`config.mk`:
```
export PLATFORM = sky130hd
export DESIGN_NAME = mask_st_seq
export DESIGN_NICKNAME = d
export VERILOG_FILES = /design/src/rtl/mask_pkg.sv /design/src/rtl/mask_beat_fifo.sv /design/src/rtl/mask_st_seq.sv
export SDC_FILE = /design/constraint.sdc
export NUM_CORES = 1
export LEC_CHECK = 0
export ABC_AREA = 1
export CORE_MARGIN = 5
export CORE_UTILIZATION = 40
export CTS_CLUSTER_SIZE = 30
export DETAILED_ROUTE_END_ITERATION = 6
export PLACE_DENSITY = 0.68
export SYNTH_ARGS = -nofsm -noshare
export SYNTH_HDL_FRONTEND = slang
export SYNTH_HIERARCHICAL = 1
export SYNTH_SLANG_ARGS = --single-unit
```
`constraint.sdc`:
```
create_clock -name clk -period 2.7 [get_ports clk]
set_input_delay 0.54 -clock clk [delete_from_list [all_inputs] [get_ports clk]]
set_output_delay 0.54 -clock clk [all_outputs]
set_load 0.02 [all_outputs]
```
`src/rtl/mask_pkg.sv`:
```
// Shared types and constants for the mask store sequencer and its beat FIFO.
package mask_pkg;

  typedef enum logic [1:0] {
    IDLE  = 2'd0,
    RUN   = 2'd1,
    DRAIN = 2'd2
  } state_t;

  localparam int FIFO_DEPTH = 2;
  localparam int PTR_W      = (FIFO_DEPTH > 1) ? $clog2(FIFO_DEPTH) : 1;
  localparam int CNT_W      = $clog2(FIFO_DEPTH + 1);

endpackage

```
`src/rtl/mask_beat_fifo.sv`:
```
// Small beat FIFO holding read data with its byte enable and last tag.
module mask_beat_fifo
  import mask_pkg::*;
#(
  parameter int DATA_WIDTH = 64,
  parameter int BE_WIDTH   = 8
) (
  input  logic                  clk,
  input  logic                  rst_n,
  input  logic                  push,
  input  logic [DATA_WIDTH-1:0] push_data,
  input  logic [BE_WIDTH-1:0]   push_be,
  input  logic                  push_last,
  input  logic                  pop,
  output logic                  full,
  output logic                  empty,
  output logic [DATA_WIDTH-1:0] head_data,
  output logic [BE_WIDTH-1:0]   head_be,
  output logic                  head_last
);

  logic [DATA_WIDTH-1:0] data_mem [FIFO_DEPTH];
  logic [BE_WIDTH-1:0]   be_mem   [FIFO_DEPTH];
  logic                  last_mem [FIFO_DEPTH];
  logic [PTR_W-1:0]      wr_ptr_reg;
  logic [PTR_W-1:0]      rd_ptr_reg;
  logic [CNT_W-1:0]      count_reg;
  logic                  do_push;
  logic                  do_pop;

  assign full  = (count_reg == CNT_W'(FIFO_DEPTH));
  assign empty = (count_reg == '0);

  // A push into a full FIFO is only legal when the head leaves in the same cycle.
  assign do_push = push && (!full || pop);
  assign do_pop  = pop && !empty;

  assign head_data = data_mem[rd_ptr_reg];
  assign head_be   = be_mem[rd_ptr_reg];
  assign head_last = last_mem[rd_ptr_reg];

  function automatic logic [PTR_W-1:0] ptr_inc(input logic [PTR_W-1:0] p);
    return (p == PTR_W'(FIFO_DEPTH - 1)) ? '0 : p + PTR_W'(1);
  endfunction

  always_ff @(posedge clk or negedge rst_n) begin
    if (!rst_n) begin
      for (int i = 0; i < FIFO_DEPTH; i++) begin
        data_mem[i] <= '0;
        be_mem[i]   <= '0;
        last_mem[i] <= 1'b0;
      end
      wr_ptr_reg <= '0;
      rd_ptr_reg <= '0;
      count_reg  <= '0;
    end else begin
      if (do_push) begin
        data_mem[wr_ptr_reg] <= push_data;
        be_mem[wr_ptr_reg]   <= push_be;
        last_mem[wr_ptr_reg] <= push_last;
        wr_ptr_reg           <= ptr_inc(wr_ptr_reg);
      end
      if (do_pop) begin
        rd_ptr_reg <= ptr_inc(rd_ptr_reg);
      end
      count_reg <= count_reg + CNT_W'(do_push) - CNT_W'(do_pop);
    end
  end

endmodule

```
`src/rtl/mask_st_seq.sv`:
```
// Streams one mask register out of the mask file store port as a sequence of
// beats, with back-pressure from the consumer and a done pulse per request.
module mask_st_seq
  import mask_pkg::*;
#(
  parameter int ADDR_WIDTH = 5,
  parameter int DATA_WIDTH = 64,
  parameter int OFF_BITS   = 8,
  localparam int DW_B      = DATA_WIDTH / 8
) (
  input  logic                  clk,
  input  logic                  rst_n,
  input  logic                  req_valid,
  output logic                  req_ready,
  input  logic [ADDR_WIDTH-1:0] req_addr,
  input  logic [OFF_BITS:0]     req_len,
  input  logic [DW_B-1:0]       req_last_be,
  output logic [DW_B-1:0]       st_en,
  output logic [ADDR_WIDTH-1:0] st_addr,
  output logic [OFF_BITS-1:0]   st_off,
  input  logic [DATA_WIDTH-1:0] st_data_out,
  output logic                  out_valid,
  input  logic                  out_ready,
  output logic [DATA_WIDTH-1:0] out_data,
  output logic [DW_B-1:0]       out_be,
  output logic                  out_last,
  output logic                  done
);

  state_t                state_reg;
  logic [ADDR_WIDTH-1:0] addr_reg;
  logic [OFF_BITS:0]     len_reg;
  logic [DW_B-1:0]       last_be_reg;
  logic [OFF_BITS-1:0]   off_reg;
  logic                  inflight_reg;
  logic [DW_B-1:0]       inflight_be_reg;
  logic                  inflight_last_reg;
  logic                  zero_done_reg;

  logic                  fifo_full;
  logic                  fifo_empty;
  logic [2:0]            occupancy;
  logic                  pop;
  logic                  issue;
  logic                  final_beat;
  logic [DW_B-1:0]       issue_be;

  assign req_ready  = (state_reg == IDLE);
  assign out_valid  = !fifo_empty;
  assign pop        = out_valid && out_ready;
  assign final_beat = (({1'b0, off_reg} + (OFF_BITS + 1)'(1)) == len_reg);

  // Occupancy counts FIFO entries plus the read in flight; a beat leaving this
  // cycle frees a slot, which keeps one beat per cycle with out_ready high.
  assign occupancy = {1'b0, fifo_full, !fifo_full && !fifo_empty} + 3'(inflight_reg);
  assign issue     = (state_reg == RUN) && (occupancy < (3'(FIFO_DEPTH) + 3'(pop)));

  // A zero last-beat enable would suppress the read, so widen it to all lanes.
  assign issue_be = !final_beat          ? '1 :
                    (last_be_reg == '0)  ? '1 : last_be_reg;

  assign st_en   = issue ? issue_be : '0;
  assign st_addr = issue ? addr_reg : '0;
  assign st_off  = issue ? off_reg  : '0;

  assign done = zero_done_reg || (pop && out_last && (state_reg == DRAIN));

  always_ff @(posedge clk or negedge rst_n) begin
    if (!rst_n) begin
      state_reg         <= IDLE;
      addr_reg          <= '0;
      len_reg           <= '0;
      last_be_reg       <= '0;
      off_reg           <= '0;
      inflight_reg      <= 1'b0;
      inflight_be_reg   <= '0;
      inflight_last_reg <= 1'b0;
      zero_done_reg     <= 1'b0;
    end else begin
      zero_done_reg     <= 1'b0;
      inflight_reg      <= issue;
      inflight_be_reg   <= issue_be;
      inflight_last_reg <= issue && final_beat;
      case (state_reg)
        IDLE: begin
          if (req_valid) begin
            if (req_len == '0) begin
              zero_done_reg <= 1'b1;
            end else begin
              addr_reg    <= req_addr;
              len_reg     <= req_len;
              last_be_reg <= req_last_be;
              off_reg     <= '0;
              state_reg   <= RUN;
            end
          end
        end
        RUN: begin
          if (issue) begin
            off_reg <= off_reg + OFF_BITS'(1);
            if (final_beat) state_reg <= DRAIN;
          end
        end
        DRAIN: begin
          if (pop && out_last) state_reg <= IDLE;
        end
        default: state_reg <= IDLE;
      endcase
    end
  end

  mask_beat_fifo #(
    .DATA_WIDTH (DATA_WIDTH),
    .BE_WIDTH   (DW_B)
  ) u_fifo (
    .clk       (clk),
    .rst_n     (rst_n),
    .push      (inflight_reg),
    .push_data (st_data_out),
    .push_be   (inflight_be_reg),
    .push_last (inflight_last_reg),
    .pop       (pop),
    .full      (fifo_full),
    .empty     (fifo_empty),
    .head_data (out_data),
    .head_be   (out_be),
    .head_last (out_last)
  );

endmodule

```
==> metrics.csv <==
metric;value;unit
synth_xor_xnor_area_share;0.369;%
cpMaxStageDelayCell;dfrtp_1;
cts-buffers-inserted;17;
synthAdderAreaFrac;0.659;%
grt_pass1_vias;8410;
ir_worst_vdd;1.19;mV
start_kind;flop;
yosysTopAreaCell;dfrtp_1;
clkLatencyLatePin;0.43;ns
p_seq_share;26.7;%
clock_path_buffers;2;
highest_layer;met5;
coreArea;23400;sq um
io_pins;187;
ys_types;30;
wl_met3;2010;um
synthMuxAreaShare;0;%
h-tree-depth;4;
synthSimpleGateAreaFrac;39.0;%
synth_cells;1220;
rsz0062_at_grt;true;
finalCriticalPeriod;2.87;ns
drt-met1-wl;11800;um
die_h;164;um
power_switching;8650;uW
internal-power;9920;uW
critPathCaptureType;primary output;
fp.dieW;164;um
max-cap-violations;0;
worst-setup-path-type;reg -> out;
slew_viol_final;0;
cp_data_required_time;2.16;ns
crit_arrival;2.33;ns
slowest_delay;0.42;ns
grt-ovfl-total;0;
clock_sinks;193;
synth_top_family_by_area;simple AND/OR/NAND/NOR gates;
status;finished with violations;
tightest_slew;1.05;ns
setup_viol;21;
synth_compound_area_share;2.10;%
clock_power_share;13.3;%
combPwrFrac;60.0;%
fp-row-count;56;
synth_fp_nets;1315;
dieArea;26900;sq um
fin_ws;-0.166;ns
postRouteAntennaNets;0;
grt_pass1_wl;43600;um
io_buffer_count;186;
final_nets;1485;
violations;setup timing;
period_share;106;%
place_hpwl;17000;um
dr_wl_met2;12900;um
num_vias;8827;
clock-skew-final;0.00903;ns
drive_above_1_share;13.5;%
p_leak;0.00635;uW
largest_reg_flops;128;
grt_max_degree;99;
crit_chain;ha_4, nand2_4, nor2_4, nand2_2, nand3b_1, nand2_2, nor2_4, nand4_4, nor2_2, nor2_2, buf_4;
cp_max_fo;8;
slew_headroom;30.0;%
hold_viol;0;
root_buffer;clkbuf_16;
place_congestion;0.830;
cp_num_buf_inv;1;
drt-total-wl;27100;um
antenna_found_initial;3;
critPathTopFamily;simple AND/OR/NAND/NOR gates;
drt-wirelength-per-cell;15.7;um
yosysTopAreaCellShare;50.9;%
cts_tree;yes;
clkTransAtPathRegs;0.07;ns
post_drt_via_cell_ratio;5.12;
hp-class;in -> async;
max_freq;349;MHz
swShare;46.6;%
syn_area;9490;sq um
ys_top_cells_by_area;dfrtp_1 (51%), nand2_1 (22%), nand4_1 (10%), buf_2 (3.0%), nor2_1 (2.6%);
hold_ws;0.0586;ns
drc;0;
synth-seq-area-share;50.9;%
postCtsHoldBufs;0;
grt_usage;20.1;%
final.setup.tns;-2.01;ns
power_density;1460;nW/um^2
area_growth;33.9;%
yosys_register_bits;193;
drt_iter0_markers;596;
drt_pass1_iterations;5;
start_util;40.6;%
ys_warn_count;6;
syn_avg_cell_area;7.78;sq um
-- stage by stage --
| stage | cells | power [uW] | worst slack, ns | utilization (%) | cell area, sq um |
|---|---|---|---|---|---|
| finish | 1723 | 18600 | -0.166 | 54.3 | 12700 |
| floorplan | 1220 | 11100 | 0.183 | - | 9490 |
| global placement | 1682 | 15000 | -0.443 | 50.1 | 11700 |
| CTS | 1718 | 18200 | -0.149 | 53.1 | 12400 |
| detailed placement | 1682 | 15200 | -0.464 | 50.1 | 11700 |
| global route | 1722 | 20000 | -0.281 | 54.3 | 12700 |
-- synthesized netlist by cell type --
cell type	instances
nor2_2	4
o21bai_1	2
nand3b_1	2
dfrtp_1	193
nor4_1	2
buf_1	9
inv_1	53
nor2_4	3
o21ai_0	10
nand3_2	4
o22ai_1	3
nor3b_4	1
nand2_2	6
buf_2	56
inv_2	2
clkbuf_1	10
xnor2_1	1
nand3_1	22
or2_2	1
a21oi_1	21
ha_1	5
nor2_1	65
o21ai_1	2
nand4_1	158
nand4_2	1
nand2_1	568
buf_6	5
xor2_1	3
buf_4	7
nand4_4	1
-- power groups by stage --
stage	clock network (uW)	logic [uW]	registers (uW)
5_1_grt	2630	12200	5120
3_5_place_dp	0	10200	4980
6_report	2470	11100	4960
2_1_floorplan	0	6290	4770
3_3_place_gp	0	10100	4940
4_1_cts	2530	10800	4930
-- final cells by class --
class | count | area, sq um
Antenna cell | 1 | 2.50
Clock buffer | 18 | 429
Clock inverter | 14 | 140
Fill cell | 2191 | 10700
Inverter | 55 | 209
Multi-Input combinational cell | 885 | 4300
Sequential cell | 193 | 4840
Tap cell | 319 | 399
Timing Repair Buffer | 238 | 2390
-- layout by cell type, fill, tap and decap left out, types with 2 or more instances in the layout --
master           synthesis  routed
a21oi_1                 21      20
buf_12                   0       7
buf_4                    7      45
buf_6                    5      20
clkbuf_16                0      17
clkdlybuf4s50_1          0     162
clkinv_8                 0       2
dfrtp_1                193     187
dfrtp_2                  0       5
ha_1                     5       3
ha_4                     0       2
inv_1                   53      46
inv_2                    2       8
inv_6                    0       7
inv_8                    0       3
nand2_1                568     562
nand2_2                  6       9
nand2_4                  0       3
nand3_1                 22      12
nand3_2                  4      11
nand3_4                  0       3
nand3b_1                 2       2
nand4_1                158     158
nor2_1                  65      37
nor2_2                   4      13
nor2_4                   3      22
nor4_1                   2       2
o21ai_0                 10       9
o21ai_1                  2       2
o21bai_1                 2       2
o22ai_1                  3       3
xor2_1                   3       3
-- metal layers --
metal  vias to the layer above  GRT usage (%)
met3                        22           5.17
met1                      4220           27.6
met5                         -              0
met2                       272           32.4
met4                         4           3.93
li1                       4309              -
-- worst reg2reg max path, cell delays in order, from the launching register on --
cell and delay [ns]:
dfrtp_1 0.43, nor2_4 0.05, buf_4 0.12, inv_1 0.06, nand2_1 0.06, buf_4 0.13, inv_1 0.07, buf_4 0.11
inv_1 0.05, nand3_4 0.08, buf_12 0.32, buf_4 0.45, nand4_1 0.16, nand2_1 0.13
-- repair_timing --
| action | in CTS | in global routing |
|---|---|---|
| pin swaps | 8 | 23 |
| endpoints found under the setup margin | 22 | 28 |
| gates cloned | 1 | 0 |
| gates resized for setup | 149 | 66 |
| buffers inserted | 3 | 4 |
-- cell families after synthesis --
logic type / Yosys count
simple gates: 838
flops: 193
buf+inv: 142
compound gates: 38
fa+ha+maj: 5
xor+xnor: 4
-- worst paths after layout --
| path | from | to | slack [ns] | cells past startpoint |
|---|---|---|---|---|
| worst max register to register | u_fifo/count_reg[0]$_DFF_PN0_ | u_fifo/data_mem[68]$_DFFE_PN0P_ | 0.42 | 13 |
| min in group clk | u_fifo/data_mem[75]$_DFFE_PN0P_ | u_fifo/data_mem[75]$_DFFE_PN0P_ | 0.47 | 2 |
| max in group asynchronous | rst_n | inflight_reg$_DFF_PN0_ | 1.92 | 2 |
| worst min-delay path | rst_n | u_fifo/data_mem[112]$_DFFE_PN0P_ | 0.06 | 1 |
| worst min register to register | u_fifo/data_mem[75]$_DFFE_PN0P_ | u_fifo/data_mem[75]$_DFFE_PN0P_ | 0.47 | 2 |
| worst max-delay path | off_reg[1]$_DFFE_PN0P_ | st_en[1] | -0.17 | 11 |
(Power assumes the default switching activity.)
